==> src/rtl/bnnseq_pkg.sv <==
// Shared types and helpers for the sequential BNN sample feeder.
package bnnseq_pkg;

   // Feeder control states
   typedef enum logic [1:0] {
      LOAD,
      RESET,
      RUN,
      RESULT
   } feeder_state_t;

   // Classifier compute latency in clock cycles once its reset is released
   function automatic int unsigned run_cycles(input int unsigned feat_cnt,
                                              input int unsigned hidden_cnt);
      return feat_cnt + hidden_cnt;
   endfunction

   // Width of a class index; never narrower than one bit
   function automatic int unsigned cls_w(input int unsigned class_cnt);
      return (class_cnt > 1) ? $clog2(class_cnt) : 1;
   endfunction

endpackage

==> src/rtl/bnnseq_nibble_shreg.sv <==
// Shift-in register: each enabled cycle shifts left by WIDTH and inserts din at the LSB,
// so the first value written ends up in the most significant slot.
module bnnseq_nibble_shreg #(
   parameter int unsigned WIDTH = 4,
   parameter int unsigned DEPTH = 19  // must be at least 2
) (
   input  logic                     clk,
   input  logic                     rst_n,
   input  logic                     load_en,
   input  logic [WIDTH-1:0]         din,
   output logic [WIDTH*DEPTH-1:0]   dout
);

   logic [WIDTH*DEPTH-1:0] data_q;

   // Shift in one value per enabled cycle
   always_ff @(posedge clk or negedge rst_n) begin
      if (!rst_n) begin
         data_q <= '0;
      end else if (load_en) begin
         data_q <= {data_q[WIDTH*(DEPTH-1)-1:0], din};
      end
   end

   assign dout = data_q;

endmodule

==> src/rtl/bnnseq_sample_feeder.sv <==
// Collects one feature per handshake into a full sample, sequences the classifier through
// reset and its fixed compute latency, then offers the prediction on a valid/ready port.
module bnnseq_sample_feeder
   import bnnseq_pkg::*;
#(
   parameter int unsigned FEAT_CNT   = 19,
   parameter int unsigned FEAT_BITS  = 4,
   parameter int unsigned HIDDEN_CNT = 40,
   parameter int unsigned CLASS_CNT  = 3,
   parameter int unsigned CLS_W      = cls_w(CLASS_CNT)
) (
   input  logic                          clk,
   input  logic                          rst_n,
   input  logic                          in_valid,
   input  logic [FEAT_BITS-1:0]          in_data,
   input  logic                          in_last,
   output logic                          in_ready,
   output logic [FEAT_BITS*FEAT_CNT-1:0] bnn_features,
   output logic                          bnn_rst,
   input  logic [CLS_W-1:0]              bnn_prediction,
   output logic                          res_valid,
   output logic [CLS_W-1:0]              res_data,
   input  logic                          res_ready,
   output logic                          frame_err
);

   localparam int unsigned RUN_CYCLES = run_cycles(FEAT_CNT, HIDDEN_CNT);
   localparam int unsigned BEAT_W     = $clog2(FEAT_CNT);
   localparam int unsigned RUN_W      = $clog2(RUN_CYCLES);

   feeder_state_t state_q, state_d;
   logic [BEAT_W-1:0] beat_cnt_q;
   logic [RUN_W-1:0]  run_cnt_q;
   logic [CLS_W-1:0]  res_data_q;
   logic              frame_err_q;
   logic              in_ready_q;

   logic accept;
   logic last_beat;
   logic run_done;
   logic frame_ok;
   logic frame_bad;

   // in_ready_q is only ever set while in LOAD, so it alone qualifies a beat
   assign accept    = in_valid & in_ready_q;
   assign last_beat = (beat_cnt_q == BEAT_W'(FEAT_CNT - 1));
   assign run_done  = (run_cnt_q == RUN_W'(RUN_CYCLES - 1));
   assign frame_ok  = accept & in_last & last_beat;
   assign frame_bad = accept & (in_last ^ last_beat);

   bnnseq_nibble_shreg #(
      .WIDTH (FEAT_BITS),
      .DEPTH (FEAT_CNT)
   ) u_shreg (
      .clk     (clk),
      .rst_n   (rst_n),
      .load_en (accept),
      .din     (in_data),
      .dout    (bnn_features)
   );

   // State register
   always_ff @(posedge clk or negedge rst_n) begin
      if (!rst_n) begin
         state_q <= LOAD;
      end else begin
         state_q <= state_d;
      end
   end

   // Next-state logic
   always_comb begin
      state_d = state_q;
      unique case (state_q)
         LOAD:    if (frame_ok) state_d = RESET;
         RESET:   state_d = RUN;
         RUN:     if (run_done) state_d = RESULT;
         RESULT:  if (res_ready) state_d = LOAD;
         default: state_d = LOAD;
      endcase
   end

   // Output decode: classifier held in reset except while it computes
   always_comb begin
      bnn_rst   = 1'b1;
      res_valid = 1'b0;
      unique case (state_q)
         LOAD:    bnn_rst = 1'b1;
         RESET:   bnn_rst = 1'b1;
         RUN:     bnn_rst = 1'b0;
         RESULT:  res_valid = 1'b1;
         default: bnn_rst = 1'b1;
      endcase
   end

   // Counters, result capture, error pulse and registered in_ready
   always_ff @(posedge clk or negedge rst_n) begin
      if (!rst_n) begin
         beat_cnt_q  <= '0;
         run_cnt_q   <= '0;
         res_data_q  <= '0;
         frame_err_q <= 1'b0;
         in_ready_q  <= 1'b0;
      end else begin
         frame_err_q <= frame_bad;
         // Registered from next state so in_ready never depends on in_valid
         in_ready_q  <= (state_d == LOAD);
         if (accept) begin
            // Any frame end, good or malformed, restarts the beat count
            if (in_last || last_beat) begin
               beat_cnt_q <= '0;
            end else begin
               beat_cnt_q <= beat_cnt_q + 1'b1;
            end
         end else if (state_q == RESULT && res_ready) begin
            beat_cnt_q <= '0;
         end
         if (state_q == RESET) begin
            run_cnt_q <= '0;
         end else if (state_q == RUN && !run_done) begin
            run_cnt_q <= run_cnt_q + 1'b1;
         end
         if (state_q == RUN && run_done) begin
            res_data_q <= bnn_prediction;
         end
      end
   end

   assign in_ready  = in_ready_q;
   assign res_data  = res_data_q;
   assign frame_err = frame_err_q;

endmodule

==> config.mk <==
export PLATFORM = sky130hd
export DESIGN_NAME = bnnseq_sample_feeder
export DESIGN_NICKNAME = d
export VERILOG_FILES = /design/src/rtl/bnnseq_pkg.sv /design/src/rtl/bnnseq_nibble_shreg.sv /design/src/rtl/bnnseq_sample_feeder.sv
export SDC_FILE = /design/constraint.sdc
export NUM_CORES = 1
export LEC_CHECK = 0
export ABC_CLOCK_PERIOD_IN_PS = 3500
export CAP_MARGIN = 10
export CORE_MARGIN = 3
export CORE_UTILIZATION = 53
export CTS_CLUSTER_DIAMETER = 80
export CTS_CLUSTER_SIZE = 16
export DETAILED_ROUTE_END_ITERATION = 12
export PLACE_DENSITY_LB_ADDON = 0.1
export SETUP_SLACK_MARGIN = 0.3
export SYNTH_ARGS = -nofsm -noshare
export SYNTH_HDL_FRONTEND = slang
export SYNTH_SLANG_ARGS = --single-unit
==> constraint.sdc <==
create_clock -name clk -period 3.5 [get_ports clk]
set_input_delay 0.525 -clock clk [delete_from_list [all_inputs] [get_ports clk]]
set_output_delay 0.525 -clock clk [all_outputs]
set_load 0.1 [all_outputs]
==> out/qor.csv, run 1 <==
metric,value,unit
worst r2r path cells,3,
synth unique cells,32,
ordered list of cells on the worst path,clkdlybuf4s50_1,
Layout Nets,366,
sequential-to-total area share from yosys stat,62.3,%
final worst-path cycle share,70.3,%
clk root buf,clkbuf_8,
First-pass DRT Iterations,4,
Max Clk Rate,406,MHz
mux share of post-synthesis cell area,24.0,%
DP HPWL,5090,um
CTS tree,built,
RSZ-0062 raised after global routing,no,
post-synthesis compound-gate area fraction,3.62,%
via/cell ratio,5.28,
starting density of the core,56.6,%
Cells after Synth,254,
most frequent cells in the layout,"dfrtp_1 (93), clkdlybuf4s50_1 (89), mux2_2 (77)",
status,"complete, no violations",
die height,89.9,um
drt initial violations,76,
Setup crit start kind,register,
Least-Margin Pin Slew,1.01,ns
CP Buf/Inv Count,1,
H-Tree Depth,3,
post-CTS resize count,0,
adder-cell area share of the yosys netlist,1.68,%
number of global-route vias before repair,2451,
Setup TNS Final,0,ns
"commonest non-fill, non-tap cell in the layout",dfrtp_1,
"delay-heaviest family, CP",buffers and inverters,
min Tclk post-route,2.46,ns
GRT overflow,0,
Top Ports,93,
core box area,6600,um2
routed wire length per instance,16.3,um
crit-path max cell delay,1.17,ns
synth warn,0,
largest family of logic cells by synthesized area,multiplexers,
Hold Crit Class,in -> async,
standard-cell rows,29,
Total Wirelength,7290,um
simple-gate share of the synthesized area,5.43,%
"Slowest-stage cell, CP",clkdlybuf4s50_1,
cts hold-fix bufs,0,
clock skew,0.00962,ns
clock slew at reported path FFs,0.08,ns
Post-synth EDFFs,0,
Crit Path Max Fanout,6,
syn nets,270,
Reg-to-Reg Start,in_ready$_DFF_PN0_,
Required @ worst endpoint,2.97,ns
first-pass GRT wire length,12100,um
pin count of the biggest net entering global routing,46,
Final Hold Vio Count,0,
Synth Area in XOR/XNOR,0.235,%
area of the mapped netlist,3730,um2
clk buf depth,2,
diode count,0,
CP Capture Type,output port,
routed via count,2357,
number of remaining DRC errors,0,
share of cells above drive strength 1,29.7,%
Yosys reg bits,93,
Finish-stage setup viols,0,
RD Place Congestion,0.833,
main flop type after synthesis,dfrtp_1,
"FFs w/ async S/R, synth",100,%
TritonCTS Buffers,9,
max_cap viols,0,
WP data arrival,1.94,ns
Slew headroom,32.4,%
Die Width,89.9,um
Setup Crit Path Kind,reg -> out,
post-CTS setup buffer count,0,
Final Max Slew Viols,0,
full die area,8090,um2
syn_area_per_cell,14.7,um2
initial antenna violation count,0,
area delta synth->final,33.0,%
CP startpoint,in_ready$_DFF_PN0_,
"Clk Latency, worst-skew pair",0.35,ns
DRT antenna net count,0,
input/output buffers,92,
Num Clock Sinks,93,
CP Depth,1,
gr usage total,18.6,%
[cells by family (layout without fill, tap and decap cells)]
kind of cell	Yosys count	count (layout)
DFF	93	93
muxes	79	79
buffers and inverters	21	120
AOI/OAI and AO/OA	21	21
and+or+nand+nor	34	34
adders and majority gates	5	5
xor gates and xnor gates	1	1
[per-stage QoR]
stage               hold WS [ns]  std cells  setup WS [ns]  instance area, um2  utilization [%]
floorplan                  0.229        254           1.48                3730                -
global placement           0.489        432           1.03                4730             71.7
detailed placement         0.495        432          0.989                4730             71.7
CTS                        0.163        446           1.02                4970             75.2
global route               0.192        446          0.987                4970             75.2
finish                     0.157        446           1.04                4970             75.2
[synthesized netlist by cell type, drive strengths merged (2+ instances only)]
cell type,number,area share [%]
nand4,4,0.84
nand2,7,0.70
dfrtp,93,62
a21oi,2,0.27
ha,5,1.7
nand2b,3,0.50
nor2,2,0.20
inv,10,1.0
nand3,8,1.1
clkbuf,3,0.30
o31ai,2,0.40
or3,3,0.67
mux2,79,24
o211ai,7,1.4
buf,8,1.4
o21ai,7,0.94
[final timing paths]
path / slack (ns) / to
min: 0.16 / res_data[0]$_DFFE_PN0P_
max reg2reg: 1.67 / u_shreg.dout[49]$_DFFE_PN0N_
max in group asynchronous: 2.56 / u_shreg.dout[12]$_DFFE_PN0N_
max: 1.04 / in_ready
min in group clk: 0.51 / u_shreg.dout[73]$_DFFE_PN0N_
min reg2reg: 0.51 / u_shreg.dout[73]$_DFFE_PN0N_
[layer usage]
| layer | share of wire (%) | up-vias | track usage (%) |
|---|---|---|---|
| met3 | 7.9 | 4 | 8.10 |
| met1 | 44 | 1193 | 23.0 |
| met5 | 0 | - | 0 |
| li1 | - | 1086 | - |
| met2 | 48 | 74 | 30.1 |
| met4 | 0.38 | 0 | 4.97 |
[area by class of cell]
| class | instances | area, um2 |
|---|---|---|
| clock buffer | 10 | 138 |
| inverter | 10 | 37.5 |
| clock inverter | 4 | 97.6 |
| timing repair buffer | 96 | 943 |
| fill | 454 | 1640 |
| multi-input combinational | 140 | 1310 |
| tap | 93 | 116 |
| sequential | 93 | 2330 |
[sequential cells by signal, indices dropped and copies added (netlist names)]
name	cells
u_shreg.dout	76
run_cnt_q	6
beat_cnt_q	5
res_data	2
state_q	2
frame_err	1
in_ready	1
Power of run 1 is left out: the tool's default activity adds up to more than one toggle a clock period on the data nets, which glitch-free logic cannot reach.
==> inputs of run 2 (changes only) <==
ABC_CLOCK_PERIOD_IN_PS = 2500   (was 3500)
CORE_UTILIZATION = 49   (was 53)
clock period = 2.5 ns   (was 3.5 ns; I/O delays follow)
==> run 2 against run 1 <==
Effect of this change:
- clock-buffer cell count is 1 higher
- routed wire length is 4.3% lower
- register-to-register slack worse by 0.91 ns
- critical path depth is 2 higher
- global-route usage is 2.1 points lower
- via count is 0.47% lower
- flip-flop and latch count stayed put
- critical endpoint is now bnn_rst
==> out/qor.csv, run 2 (synthesized netlist as in run 1, its figures left out) <==
metric,value,unit
status,"complete, no violations",
final worst-path cycle share,74.7,%
initial antenna violation count,0,
R2R Setup Slk,0.76,ns
Hold Crit Class,in -> async,
ordered list of cells on the worst path,and2b_1 > inv_1 > buf_4,
H-Tree Depth,3,
share of cells above drive strength 1,52.0,%
post-CTS setup buffer count,0,
Layout Nets,365,
routed wire length per instance,15.4,um
design area,4730,um2
Setup TNS Final,0,ns
via/cell ratio,5.18,
DRT antenna net count,0,
pin count of the biggest net entering global routing,66,
first-pass GRT wire length,11200,um
die height,93.3,um
post-route core utilization,64.5,%
cts hold-fix bufs,0,
full die area,8710,um2
Slew headroom,58.5,%
RSZ-0062 raised after global routing,no,
GRT overflow,0,
number of remaining DRC errors,0,
CP Depth,3,
"Cell Area, Placed",4560,um2
standard-cell rows,31,
Final Max Slew Viols,0,
DP HPWL,4860,um
"Slowest-stage cell, CP",dfrtp_1,
crit-path max cell delay,0.53,ns
max FFs per register,76,
Setup Crit Path Kind,reg -> out,
number of global-route vias before repair,2239,
First-pass DRT Iterations,4,
"commonest non-fill, non-tap cell in the layout",dfrtp_1,
drt initial violations,84,
Least-Margin Pin Slew,0.621,ns
clk root buf,clkbuf_8,
Final Hold Vio Count,0,
CP Buf/Inv Count,2,
Setup crit end,bnn_rst,
worst r2r path cells,8,
"delay-heaviest family, CP",flip-flops,
r2r endpoint,beat_cnt_q[3]$_DFFE_PN0P_,
Crit Path Max Fanout,11,
area delta synth->final,26.5,%
diode count,0,
Max Clk Rate,536,MHz
"Clk Latency, worst-skew pair",0.35,ns
clock slew at reported path FFs,0.09,ns
CP Capture Type,output port,
RD Place Congestion,0.810,
max_cap viols,0,
CP startpoint,state_q[0]$_DFF_PN0_,
Required @ worst endpoint,2.12,ns
routed via count,2346,
Reg-to-Reg Start,beat_cnt_q[0]$_DFFE_PN0P_,
input/output buffers,92,
most frequent cells in the layout,"dfrtp_1 (93), buf_4 (84), mux2_2 (77)",
CTS tree,built,
core box area,7330,um2
Top Ports,93,
starting density of the core,50.9,%
Total Wirelength,6980,um
worst hold slack,0.0219,ns
clock skew,0.0115,ns
Num Clock Sinks,93,
clk buf depth,2,
min Tclk post-route,1.87,ns
post-CTS resize count,0,
TritonCTS Buffers,9,
gr usage total,16.5,%
Die Width,93.3,um
WP data arrival,1.49,ns
Setup crit start kind,register,
Finish-stage setup viols,0,
==> run 2: per-stage QoR <==
stage	worst slack [ns]	cells
after CTS	0.616	453
after floorplan	0.476	254
after detailed placement	0.545	437
final	0.633	453
after global routing	0.507	453
after global placement	0.592	437
==> run 2: how the worst min path moves through the flow <==
stage                                           end  slack, ns  depth (start not counted)   from
after floorplan           beat_cnt_q[0]$_DFFE_PN0P_       0.08                          0  rst_n
after global placement     run_cnt_q[5]$_DFFE_PN0P_       0.42                          1  rst_n
after detailed placement   run_cnt_q[3]$_DFFE_PN0P_       0.43                          1  rst_n
after CTS                  run_cnt_q[3]$_DFFE_PN0P_       0.04                          1  rst_n
after global routing       run_cnt_q[3]$_DFFE_PN0P_       0.06                          1  rst_n
final                      run_cnt_q[3]$_DFFE_PN0P_       0.02                          1  rst_n
==> run 2: final cells by class <==
cell class	instances	area, um2
multi-input cells	140	1310
fillers	580	2610
inverters	10	37.5
clock inverters	5	37.5
well taps	99	124
flip-flops and latches	93	2330
repair buffers	95	761
clock buffers	11	131
==> run 2: routing by layer <==
| layer | part of all wire [%] | global-route usage [%] |
|---|---|---|
| met1 | 45 | 22.7 |
| met2 | 47 | 24.7 |
| met3 | 6.9 | 4.59 |
| met4 | 1.6 | 6.96 |
| met5 | 0 | 0 |
Power of run 2 is left out for the same reason.
==> inputs of run 3 (changes only) <==
ABC_CLOCK_PERIOD_IN_PS = 1800   (was 2500)
clock period = 1.8 ns   (was 2.5 ns; I/O delays follow)
==> run 3 against run 2 <==
Effect of this change:
- clock-buffer cell count fell by 1
- highest routed layer unchanged
- final area rose by 20%
- worst setup slack got worse by 0.40 ns
==> out/qor.csv, run 3 (synthesized netlist as in run 1, its figures left out) <==
metric,value,unit
initial antenna violation count,0,
die height,93.3,um
min Tclk post-route,1.56,ns
standard-cell rows,31,
diode count,0,
Placement Setup Slack,0.0506,ns
Least-Margin Pin Slew,0.489,ns
Crit Path Max Fanout,5,
First-pass DRT Iterations,4,
Required @ worst endpoint,2.08,ns
gr usage total,18.8,%
setup ws final,0.237,ns
Die Width,93.3,um
number of remaining DRC errors,0,
pin count of the biggest net entering global routing,38,
Total Wirelength,7840,um
"Slowest-stage cell, CP",or3_1,
input/output buffers,92,
DRT antenna net count,0,
Layout Nets,391,
TritonCTS Buffers,9,
clock skew,0.00733,ns
most frequent cells in the layout,"dfrtp_1 (92), buf_4 (74), mux2_4 (49)",
WP data arrival,1.84,ns
Max Clk Rate,640,MHz
clock slew at reported path FFs,0.09,ns
Num Clock Sinks,93,
Setup Crit Path Kind,reg -> reg,
RD Place Congestion,0.747,
Finish-stage setup viols,0,
RSZ-0062 raised after global routing,yes,
starting density of the core,50.9,%
max_cap viols,0,
clk root buf,clkbuf_8,
Top Ports,93,
GRT overflow,0,
core box area,7330,um2
Setup TNS Final,0,ns
DP HPWL,5190,um
"Clk Latency, worst-skew pair",0.36,ns
area delta synth->final,51.4,%
clk buf depth,2,
full die area,8710,um2
number of global-route vias before repair,2543,
placed cells,446,
max FFs per register,76,
CTS tree,built,
drt initial violations,70,
Hold Crit Class,in -> async,
Slew headroom,67.4,%
via/cell ratio,5.20,
CP Capture Type,register,
Setup crit start kind,register,
routed via count,2493,
"delay-heaviest family, CP",simple AND/OR/NAND/NOR gates,
status,"complete, no violations",
post-route core utilization,77.1,%
share of cells above drive strength 1,59.2,%
H-Tree Depth,3,
final worst-path cycle share,86.8,%
ordered list of cells on the worst path,inv_1 > ha_2 > nor4bb_4 > inv_2 > ha_4 > nand3_4 > or3_1 > o21ai_1,
Final Max Slew Viols,0,
fin cells,479,
"commonest non-fill, non-tap cell in the layout",dfrtp_1,
Final Hold Vio Count,0,
routed wire length per instance,16.4,um
first-pass GRT wire length,12600,um
CP Buf/Inv Count,2,
crit-path max cell delay,0.36,ns
==> run 3: cell types whose count changed in the layout (fill, tap and decap cells not counted), moves of 4 or more <==
cell	change
mux2_2	-47
mux2_4	+47
buf_12	+32
buf_4	-10
clkinv_4	+4
inv_1	-4
==> run 3: per-layer routing <==
layer / GRT usage, % / vias to the layer above / wire [um]
met3: 6.92 / 15 / 587
met5: 0 / - / 0
met4: 7.45 / 0 / 146
met1: 24.0 / 1258 / 3230
li1: - / 1134 / -
met2: 29.1 / 86 / 3880
==> run 3: path summary, 6_finish.rpt <==
check / start / end / slack [ns] / depth (start not counted)
hold / removal: rst_n / res_data[0]$_DFFE_PN0P_ / 0.41 / 2
setup reg to reg: beat_cnt_q[0]$_DFFE_PN0P_ / beat_cnt_q[3]$_DFFE_PN0P_ / 0.24 / 8
hold reg to reg: u_shreg.dout[73]$_DFFE_PN0N_ / u_shreg.dout[73]$_DFFE_PN0N_ / 0.52 / 1
setup / recovery: beat_cnt_q[0]$_DFFE_PN0P_ / beat_cnt_q[3]$_DFFE_PN0P_ / 0.24 / 8
max in group asynchronous: rst_n / u_shreg.dout[45]$_DFFE_PN0N_ / 0.84 / 3
min in group clk: u_shreg.dout[73]$_DFFE_PN0N_ / u_shreg.dout[73]$_DFFE_PN0N_ / 0.52 / 1
==> run 3: final cells by class <==
| type | instances | area (um2) |
|---|---|---|
| sequential | 93 | 2330 |
| fill | 422 | 1680 |
| multi-input combinational | 140 | 1580 |
| timing repair buffer | 121 | 1370 |
| clock buffer | 10 | 138 |
| tap | 99 | 124 |
| clock inverter | 6 | 72.6 |
| inverter | 10 | 41.3 |
==> run 3: worst register-to-register path, cell delays in order, from the launching register on <==
cell,delay [ns]
dfrtp_1,0.35
inv_1,0.05
ha_2,0.18
nor4bb_4,0.16
inv_2,0.08
ha_4,0.15
nand3_4,0.09
or3_1,0.36
o21ai_1,0.09
==> run 3: timing repair <==
item                       in CTS  in global routing
hold buffers                    1                  0
resized for setup              15                  7
buffers inserted               11                  5
pin swaps                       4                  4
hold endpoints to repair       33                  0
setup endpoints to repair      12                 12
==> run 3: per-stage QoR <==
step | hold slack (ns) | area [um2]
6_report | 0.411 | 5650
5_1_grt | 0.436 | 5650
4_1_cts | 0.409 | 5590
3_5_place_dp | 0.260 | 5220
3_3_place_gp | 0.260 | 5220
2_1_floorplan | -0.0256 | 3980
Power of run 3 is left out for the same reason.
